## src/rtl/fixed_addsub_pipe.sv

```systemverilog
// rtl/fixed_addsub_pipe.sv - two-stage signed fixed-point add/sub with saturation and overflow tracking
module fixed_addsub_pipe #(
  parameter int WIDTH  = 32,
  parameter int FRAC   = 8,
  parameter int SAT_EN = 1,
  parameter int CNT_W  = 16
) (
  input  logic             clk,
  input  logic             rst_n,
  input  logic [WIDTH-1:0] a_in,
  input  logic [WIDTH-1:0] b_in,
  input  logic             sub_n_add,
  input  logic             in_valid,
  output logic             in_ready,
  output logic [WIDTH-1:0] res_out,
  output logic             ovf_out,
  output logic             out_valid,
  input  logic             out_ready,
  output logic             ovf_sticky,
  output logic [CNT_W-1:0] ovf_count,
  input  logic             ovf_clr
);

  if (FRAC < 0 || FRAC > WIDTH) begin : g_frac_range
    $error("FRAC must lie within 0..WIDTH");
  end

  logic             r_s1_valid;
  logic [WIDTH:0]   r_s1_wide;
  logic             r_s2_valid;
  logic [WIDTH-1:0] r_s2_res;
  logic             r_s2_ovf;
  logic             r_sticky;
  logic [CNT_W-1:0] r_count;

  logic [WIDTH:0]   w_a_ext;
  logic [WIDTH:0]   w_b_ext;
  logic [WIDTH:0]   w_wide;
  logic             w_ovf;
  logic [WIDTH-1:0] w_res;
  logic             w_s2_ready;
  logic             w_in_ready;
  logic             w_out_xfer;

  assign w_a_ext = {a_in[WIDTH-1], a_in};
  assign w_b_ext = {b_in[WIDTH-1], b_in};
  assign w_wide  = sub_n_add ? (w_a_ext - w_b_ext) : (w_a_ext + w_b_ext);

  // Sign and top result bit disagree exactly when the true value left the WIDTH-bit range.
  assign w_ovf = r_s1_wide[WIDTH] ^ r_s1_wide[WIDTH-1];

  always_comb begin
    w_res = r_s1_wide[WIDTH-1:0];
    if (w_ovf && (SAT_EN != 0)) begin
      w_res = r_s1_wide[WIDTH] ? {1'b1, {(WIDTH-1){1'b0}}} : {1'b0, {(WIDTH-1){1'b1}}};
    end
  end

  assign w_s2_ready = !r_s2_valid || out_ready;
  assign w_in_ready = !r_s1_valid || w_s2_ready;
  assign w_out_xfer = r_s2_valid && out_ready;

  always_ff @(posedge clk or negedge rst_n) begin
    if (!rst_n) begin
      r_s1_valid <= 1'b0;
      r_s1_wide  <= '0;
      r_s2_valid <= 1'b0;
      r_s2_res   <= '0;
      r_s2_ovf   <= 1'b0;
    end else begin
      if (w_in_ready) begin
        r_s1_valid <= in_valid;
        if (in_valid) begin
          r_s1_wide <= w_wide;
        end
      end
      if (w_s2_ready) begin
        r_s2_valid <= r_s1_valid;
        if (r_s1_valid) begin
          r_s2_res <= w_res;
          r_s2_ovf <= w_ovf;
        end
      end
    end
  end

  // A clear coinciding with an overflowed transfer counts that transfer as the first event.
  always_ff @(posedge clk or negedge rst_n) begin
    if (!rst_n) begin
      r_sticky <= 1'b0;
      r_count  <= '0;
    end else if (w_out_xfer && r_s2_ovf) begin
      r_sticky <= 1'b1;
      if (ovf_clr) begin
        r_count <= {{(CNT_W-1){1'b0}}, 1'b1};
      end else if (!(&r_count)) begin
        r_count <= r_count + {{(CNT_W-1){1'b0}}, 1'b1};
      end
    end else if (ovf_clr) begin
      r_sticky <= 1'b0;
      r_count  <= '0;
    end
  end

  assign in_ready   = w_in_ready;
  assign out_valid  = r_s2_valid;
  assign res_out    = r_s2_res;
  assign ovf_out    = r_s2_ovf;
  assign ovf_sticky = r_sticky;
  assign ovf_count  = r_count;

endmodule

```

## config.mk

```make
export PLATFORM = sky130hd
export DESIGN_NAME = fixed_addsub_pipe
export DESIGN_NICKNAME = d
export VERILOG_FILES = /design/src/rtl/fixed_addsub_pipe.sv
export SDC_FILE = /design/constraint.sdc
export NUM_CORES = 1
export LEC_CHECK = 0
export BUFFER_PORTS_ARGS = -buffer_cell sky130_fd_sc_hd__buf_2
export CAP_MARGIN = 10
export CORE_ASPECT_RATIO = 0.75
export CORE_MARGIN = 2
export CORE_UTILIZATION = 50
export DETAILED_ROUTE_END_ITERATION = 10
export PLACE_DENSITY = 0.73
export SLEW_MARGIN = 20
export SYNTH_ARGS = -nofsm -noshare
export SYNTH_HDL_FRONTEND = slang
export SYNTH_SLANG_ARGS = --single-unit
```

## constraint.sdc

```tcl
create_clock -name clk -period 3 [get_ports clk]
set_input_delay 0.45 -clock clk [delete_from_list [all_inputs] [get_ports clk]]
set_output_delay 0.45 -clock clk [all_outputs]
set_load 0.02 [all_outputs]
```

== After elaboration in Yosys (flattened, before gate mapping) ==
Cells that the tools add are included.
Word-level totals
  register bits after elaboration: 85
  input port bits: 70
  output and inout port bits: 52
  logic and storage cells: 32
Operators by class
  $add $sub $neg: 3
  eq/ne operators: 1
  muxes and demuxes: 9
  bitwise gates (word level): 1
  reduce and logical (&&, ||, !) cells: 11
Operators by type and width (count)
  $mux 16: 4
  $mux 32: 2
  $add 32x32->33: 1
  $mux 33: 1
  $sub 32x32->33: 1
  $add 16x1->16 const B: 1
  $reduce_and 16->1: 1
  $reduce_and 2->1: 3
  $logic_and 1x1->1: 2
  $logic_not 1->1: 2
  $logic_or 1x1->1: 2
  $mux 1: 2
  $ne 2x2->1 const B: 1
  $reduce_bool 2->1: 1
  $xor 1x1->1: 1

== Logic depth before layout (Yosys ltp) ==
Gate-level depths: netlist (run 1).
  depth in word-level cells: 4
  mapped depth: 17
  mapped depth without buffers: 16

== Worst setup path after synthesis (run 1) ==
OpenSTA, ideal clock, no wires.
  kind: input to register
  start point: in b_in[6]
  end point: reg r_s1_wide[31]
  library setup time: 138 ps
  data arrival time: 3328 ps
  required time: 2862 ps
  path slack: -467 ps
  cell stages on the path: 13
  buffers on the path: 1
  path through: or4_4 nor2_1 nand2_1 nor4_1 a31oi_1 xnor2_1 ha_1 clkbuf_1 nand4_1 or2_2 o311ai_1 mux2i_1 o211ai_1
On the way
  cells in the longest elaborated chain, start to end: 2
  elaborated cells on any way between the ends: 3
  those cells by class: add/sub: 2; mux: 1
Ends and longest elaborated chain
  from (decl): line 11  | input logic [WIDTH-1:0] b_in,
  $add 32x32->33 or $sub 32x32->33 (tied branches): line 47  | assign w_wide = sub_n_add ? (w_a_ext - w_b_ext) : (w_a_ext + w_b_ext);
  $mux 33 (*): line 47
  to (signal assigned): line 74  | r_s1_wide <= w_wide;
  to (decl): line 29  | logic [WIDTH:0] r_s1_wide;
Every way passes the cells marked *; elsewhere a longest branch is shown, timed or not.
A chain may end at the register's enable or synchronous reset.

== Worst setup path after layout (run 1) ==
  start point: in b_in[12]
  end point: reg r_s1_wide[26]
The elaborated chain is that of the path after synthesis.

==> flow_summary_export.csv, run 1 <==
group,metric,value,unit
floorplan,core_area,12100,um^2
synthesis,synth_ff_type,"dfrtp_1",
synthesis,syn-cell-area,6150,um^2
clock_tree,clock_latency,330,ps
setup_path,critPathRequiredTime,3160,ps
timing,setup_tns,-4060,ps
clock_tree,ctsHoldBuffers,0,
pwr,peakVddDrop,455,uV
worst_hold_path,holdCritPathClass,"in2async",
place,hpwlAfterDp,13600,um
setup_path,crit_path_start,"b_in[12]",
place,gp_congestion,0.912,
grt,grt.total_usage,26.7,%
setup_path,worst_path_max_delay_cell,"or4_4",
grt,grt_pass1_wl,29300,um
timing,slew_headroom,49.0,%
cells_and_area,diodes,0,
setup_path,path_class,"in2reg",
synthesis,async_flop_share,100,%
pwr,p_per_area,608,nW/um^2
cells_and_area,fin_util,74.8,%
synthesis,yosysSeqAreaShare,34.6,%
synthesis,synth_largest_area_cell,"dfrtp_1",
timing,grt_setup_unrepaired,"true",
status,violations,"negative setup slack",
routing,drt-total-wl,18500,um
floorplan,initial_utilization,50.7,%
clock_tree,clk_pin_slew,70,ps
timing,setup_violations,18,
job,max_cap_violations,0,
grt,grt_overflow,0,
routing,vias_per_cell,5.49,
cells_and_area,mostFrequentLayoutCell,"buf_4",
grt,grt_max_degree,86,
clock_tree,cts_buffers,9,
synthesis,ys.warnings.count,0,
setup_path,cp_num_cells,14,
setup_path,r2r_cells,7,
timing,fin_ws,-330,ps
setup_path,critPathLaunchType,"input port",
cells_and_area,drive_above_1_share,42.2,%
setup_path,crit_fanout,5,
pwr,finalPower,0.00552,W
synthesis,yosysTopAreaCellShare,34.6,%
floorplan,die_w,132,um
setup_path,crit_arrival,3490,ps
timing,fmax,0.300,GHz
synthesis,syn_inst,747,
clock_tree,cts_num_sinks,85,
pwr,p_leak,4.20,nW
clock_tree,cts_tree,"built",
synthesis,ys_seq_elements,85,
clock_tree,cts_root_buffer,"clkbuf_16",
synthesis,postSynthNetCount,854,
routing,wire_per_inst,15.8,um
setup_path,cp-endpoint,"r_s1_wide[26]",
floorplan,boundaryPins,122,
timing,period_share,111,%
grt,antenna_found_initial,0,
synthesis,synthTopCellsByArea,"dfrtp_1 35%, ha_1 7.3%, a21oi_1 6.9%",
floorplan,die_h,100,um
cells_and_area,nets,1104,
timing,hold_viol,0,
setup_path,worstSetupEndpointType,"flop",
setup_path,crit_chain,"buf_6 > or4_4 > nor4_4 > nor2_1 > xnor2_1 > ha_1 > a21oi_1 > buf_4 > nor3_1 > a21oi_1 > nand3_2 > a211oi_2 > xor2_1 > o21ai_0",
grt,grt_pass1_vias,6093,
setup_path,critPathTopFamily,"simple AND/OR/NAND/NOR gates",
clock_tree,cts_max_path_buffers,2,
timing,drv_slew,0,
synthesis,syn_avg_cell_area,8.23,um^2
clock_tree,h-tree-depth,3,
timing,post-route-min-period,3330,ps
synthesis,synth_edf_count,0,
timing,skew,8.92,ps
routing,num_vias,6414,
floorplan,die_area,13200,um^2
routing,first_pass_iters,5,
cells_and_area,final_cell_mix,"146 x buf_4, 114 x buf_2, 98 x nand2_1",
place,port_buffers,121,
setup_path,crit_buf_inv,2,
setup_path,crit_top_cell,"a21oi_1",
routing,first_iter_violations,342,
status,run_status,"finished, violations left",
setup_path,rr_startpoint,"ovf_count[7]",
synthesis,ys_types,69,
floorplan,rows,35,
timing,max_slew.worst_pin.slew,764,ps
routing,drcViolationCount,0,
setup_path,r2r_setup_slack,970,ps
setup_path,critical_path.max_stage_delay,600,ps
setup_path,reg2reg_to,"ovf_count[11]",
cells_and_area,syn_to_final_growth,47.6,%
routing,ant_nets,0,
==> report_power, final <==
| part | leakage (nW) | switching, W | internal, W | total (W) |
|---|---|---|---|---|
| sequential | 1.07 | 0.000220 | 0.00151 | 0.00173 |
| clock | 0.143 | 0.000446 | 0.000651 | 0.00110 |
| combinational | 2.99 | 0.00155 | 0.00114 | 0.00269 |
==> layout make-up <==
cell class	instances	area, um^2
multi-input combinational	602	4450
timing repair buffer	283	1930
inverter	16	60.1
clock inverter	6	68.8
clock buffer	10	229
sequential	85	2130
fill	884	3050
tap	166	208
==> cell families after synthesis <==
family	count (synthesis)	synth area share, %
simple gates	261	20.3
compound gates	233	23.3
flops	85	34.6
xor+xnor	67	9.54
buf+inv	60	4.01
fa+ha+maj	37	7.65
mux	4	0.651
==> synth_stat cells, types with 2 or more instances <==
| cell | number |
|---|---|
| nand2_1 | 109 |
| a21oi_1 | 85 |
| dfrtp_1 | 85 |
| o21ai_0 | 71 |
| nor2_1 | 58 |
| xnor2_1 | 46 |
| ha_1 | 36 |
| clkbuf_1 | 29 |
| xor2_1 | 21 |
| inv_1 | 16 |
| nor3_1 | 16 |
| nand3_1 | 15 |
| nand4_1 | 13 |
| buf_2 | 10 |
| o21a_1 | 8 |
| a21o_1 | 7 |
| a31oi_1 | 7 |
| nor4_1 | 7 |
| and3_1 | 6 |
| o21ai_1 | 6 |
| nor3b_1 | 5 |
| o21bai_1 | 5 |
| a211oi_1 | 4 |
| and2_1 | 4 |
| mux2i_1 | 4 |
| nand2b_1 | 4 |
| o211ai_1 | 4 |
| or4_1 | 4 |
| or4_4 | 4 |
| a221oi_1 | 3 |
| buf_1 | 3 |
| o2111ai_1 | 3 |
| o31ai_1 | 3 |
| o41ai_1 | 3 |
| a211o_1 | 2 |
| a21oi_2 | 2 |
| a41oi_1 | 2 |
| and4_1 | 2 |
| nor2_2 | 2 |
| nor2b_1 | 2 |
| nor3_2 | 2 |
| o2bb2ai_1 | 2 |
==> through the flow <==
| step | hold WS [ps] | instance area (um^2) | setup WS, ps | instances |
|---|---|---|---|---|
| global placement | 458 | 7940 | -592 | 1127 |
| finish | 136 | 9080 | -330 | 1168 |
| detailed placement | 465 | 7940 | -665 | 1127 |
| floorplan | 154 | 6290 | -253 | 747 |
| CTS | 342 | 8660 | -186 | 1158 |
| global route | 218 | 9080 | -448 | 1168 |
==> worst min-delay path by stage <==
stage	slack, ps	startpoint	endpoint	cells after the start
after floorplan	150	rst_n	out_valid	0
after global placement	460	res_out[31]	res_out[31]	2
after detailed placement	460	res_out[1]	res_out[1]	2
after CTS	340	rst_n	ovf_count[14]	1
after global routing	220	rst_n	ovf_count[12]	1
final	140	rst_n	ovf_count[13]	1
==> layer usage <==
| layer | vias to the layer above | GRT usage (%) | part of all wire, % |
|---|---|---|---|
| met3 | 15 | 3.18 | 4.8 |
| met4 | 0 | 5.10 | 0.91 |
| met1 | 3005 | 39.8 | 49 |
| li1 | 3173 | - | - |
| met2 | 221 | 42.4 | 46 |
| met5 | - | 0 | 0 |
==> sequential cells by signal, summed over array words and instances, names as in the netlist <==
register    count
r_s1_wide      33
r_s1_valid      1
ovf_out         1
ovf_sticky      1
out_valid       1
ovf_count      16
res_out        32
==> timing repair <==
item | CTS | global route
endpoints found under the setup margin | 18 | 22
pin swaps | 39 | 39
gates resized for setup | 75 | 69
setup buffers | 17 | 10
Note: power is estimated with default switching activity, not from simulation.
==> run 2: changes to the inputs <==
Settings changed: CORE_MARGIN 2 to 1, GPL_TIMING_DRIVEN set to 0, SKIP_LAST_GASP set to 1.
==> run 2 against run 1 <==
Effect of this change: the flow still finishes with violations (negative setup slack); sequential share of layout area increased by 1.4 points; clock skew down 3.9 ps; critical path depth increased by 2; sequential power hardly changed; clock power shrank 6%; first-iteration DRC count rose by 28%; cell area down 5.5%; total power shrank 3.6%; worst setup slack worse by 37 ps; via count grew 0.95%; critical path type unchanged; largest cell class unchanged.
==> flow_summary_export.csv, run 2 (synthesized netlist as in run 1, its figures left out) <==
group,metric,value,unit
routing,first_pass_iters,5,
grt,antenna_found_initial,0,
clock_tree,clk_pin_slew,60,ps
status,violations,"negative setup slack",
worst_hold_path,holdCritPathClass,"in2async",
floorplan,initial_utilization,52.2,%
floorplan,die_h,98.0,um
clock_tree,ctsHoldBuffers,0,
pwr,power.switching,0.00218,W
floorplan,die_w,130,um
pwr,power.internal,0.00314,W
cells_and_area,drive_above_1_share,36.4,%
status,run_status,"finished, violations left",
setup_path,r2r_cells,6,
setup_path,cp-endpoint,"r_s1_wide[30]",
setup_path,worstSetupEndpointType,"flop",
pwr,p_per_area,620,nW/um^2
timing,period_share,112,%
floorplan,die_area,12800,um^2
pwr,peakVddDrop,378,uV
routing,num_vias,6475,
cells_and_area,syn_to_final_growth,39.5,%
pwr,pwr-share-comb,47.8,%
floorplan,boundaryPins,122,
routing,ant_nets,0,
clock_tree,h-tree-depth,3,
cells_and_area,nets,1047,
setup_path,rr_startpoint,"out_valid",
setup_path,reg2reg_to,"r_s1_wide[26]",
timing,skew,5.00,ps
timing,slew_headroom,51.3,%
timing,whs,52.9,ps
routing,vias_per_cell,5.85,
timing,drv_slew,0,
clock_tree,cts_num_sinks,85,
setup_path,worst_path_max_delay_cell,"or4_4",
timing,hold_viol,0,
timing,max_slew.worst_pin.slew,731,ps
cells_and_area,diodes,0,
cells_and_area,final_cell_mix,"117 x buf_2, 100 x nand2_1, 85 x dfrtp_1",
place,placed_area,7120,um^2
clock_tree,cts_max_path_buffers,2,
clock_tree,cts_root_buffer,"clkbuf_16",
cells_and_area,mostFrequentLayoutCell,"buf_2",
cells_and_area,fin_area,8580,um^2
cells_and_area,largest_reg_flops,33,
setup_path,critPathRequiredTime,3200,ps
grt,grt_max_degree,54,
timing,grt_setup_unrepaired,"true",
pwr,p_leak,3.82,nW
place,port_buffers,119,
setup_path,crit_path_start,"b_in[1]",
grt,grt_pass1_wl,28300,um
setup_path,r2r_setup_slack,820,ps
routing,drcViolationCount,0,
job,max_cap_violations,0,
cells_and_area,largest-register,"r_s1_wide",
setup_path,critPathLaunchType,"input port",
pwr,clock_power_share,19.4,%
timing,fin_ws,-367,ps
setup_path,crit_arrival,3570,ps
clock_tree,cts_tree,"built",
floorplan,rows,34,
pwr,swShare,40.9,%
setup_path,crit_chain,"buf_8 > or4_4 > nor3_4 > and2_4 > buf_6 > a21oi_2 > xnor2_1 > ha_1 > buf_6 > nand4_1 > inv_1 > a21oi_2 > nand3_4 > a41oi_2 > xor2_1 > o21ai_1",
setup_path,crit_fanout,6,
timing,fmax,0.297,GHz
place,hpwlAfterDp,13200,um
clock_tree,cts_buffers,9,
grt,grt_pass1_vias,6004,
setup_path,path_class,"in2reg",
grt,grt.total_usage,27.9,%
clock_tree,clock_latency,330,ps
place,gp_congestion,0.906,
timing,setup_violations,20,
cells_and_area,fill_cells,875,
timing,post-route-min-period,3370,ps
routing,wire_per_inst,17.2,um
routing,first_iter_violations,438,
floorplan,core_area,11800,um^2
routing,drt-total-wl,19100,um
grt,grt_overflow,0,
pwr,seq_power_share,32.8,%
setup_path,critical_path.max_stage_delay,580,ps
==> run 2: worst min path at each step <==
stage | startpoint | to | cells past startpoint
finish | rst_n | ovf_count[14] | 1
global placement | res_out[26] | res_out[26] | 2
CTS | rst_n | ovf_count[14] | 1
floorplan | rst_n | out_valid | 0
detailed placement | rst_n | ovf_count[14] | 1
global route | rst_n | ovf_count[14] | 1
==> run 2: critical path, delay by kind of cell <==
| family | cells | cell delay [ps] |
|---|---|---|
| buffers and inverters | 4 | 440 |
| AO/OA/AOI/OAI | 4 | 580 |
| adder cells (fa/ha/maj) | 1 | 280 |
| XOR/XNOR | 2 | 440 |
| AND/OR/NAND/NOR | 5 | 1410 |
==> run 2: what timing repair did <==
item | in CTS | in global routing
gates resized for setup | 68 | 107
endpoints found under the hold margin | 0 | 0
setup endpoints to repair | 19 | 23
pin swaps | 45 | 79
setup buffers | 35 | 31
cloned | 0 | 0
==> run 2: final cells by class <==
class	instances	area [um^2]	share of cell area, %
buffer	40	209	2.44
clock buffer	14	274	3.20
clock inverter	1	5.00	0.0584
inverter	16	60.1	0.700
multi-input combinational	602	4500	52.4
sequential	85	2130	24.8
tap	162	203	2.36
timing repair buffer	186	1200	14.0
==> run 2: through the flow <==
stage / cells / worst slack [ps] / setup TNS [ps] / util (%) / total power [W]
after CTS: 1077 / -351 / -3490 / 67.2 / 0.00508
after detailed placement: 1029 / -1030 / -13800 / 60.4 / 0.00388
after floorplan: 747 / -253 / -1740 / - / 0.00317
after global placement: 1028 / -920 / -11770 / 60.2 / 0.00381
after global routing: 1106 / -492 / -7180 / 72.8 / 0.00565
final: 1106 / -367 / -4730 / 72.8 / 0.00532
==> run 2: power groups by stage <==
| stage | sequential (W) | combinational, W | clock, W |
|---|---|---|---|
| floorplan | 0.00199 | 0.00117 | 0 |
| finish | 0.00174 | 0.00254 | 0.00103 |
| CTS | 0.00174 | 0.00229 | 0.00104 |
| detailed placement | 0.00176 | 0.00212 | 0 |
| global placement | 0.00174 | 0.00206 | 0 |
| global route | 0.00178 | 0.00276 | 0.00110 |
==> run 2: layer usage <==
metal	global-route usage (%)	up-vias	part of all wire [%]
met5	0	-	0
met4	5.19	0	1.6
met3	4.66	35	5.3
met2	46.4	209	50
met1	38.4	3174	43
li1	-	3057	-
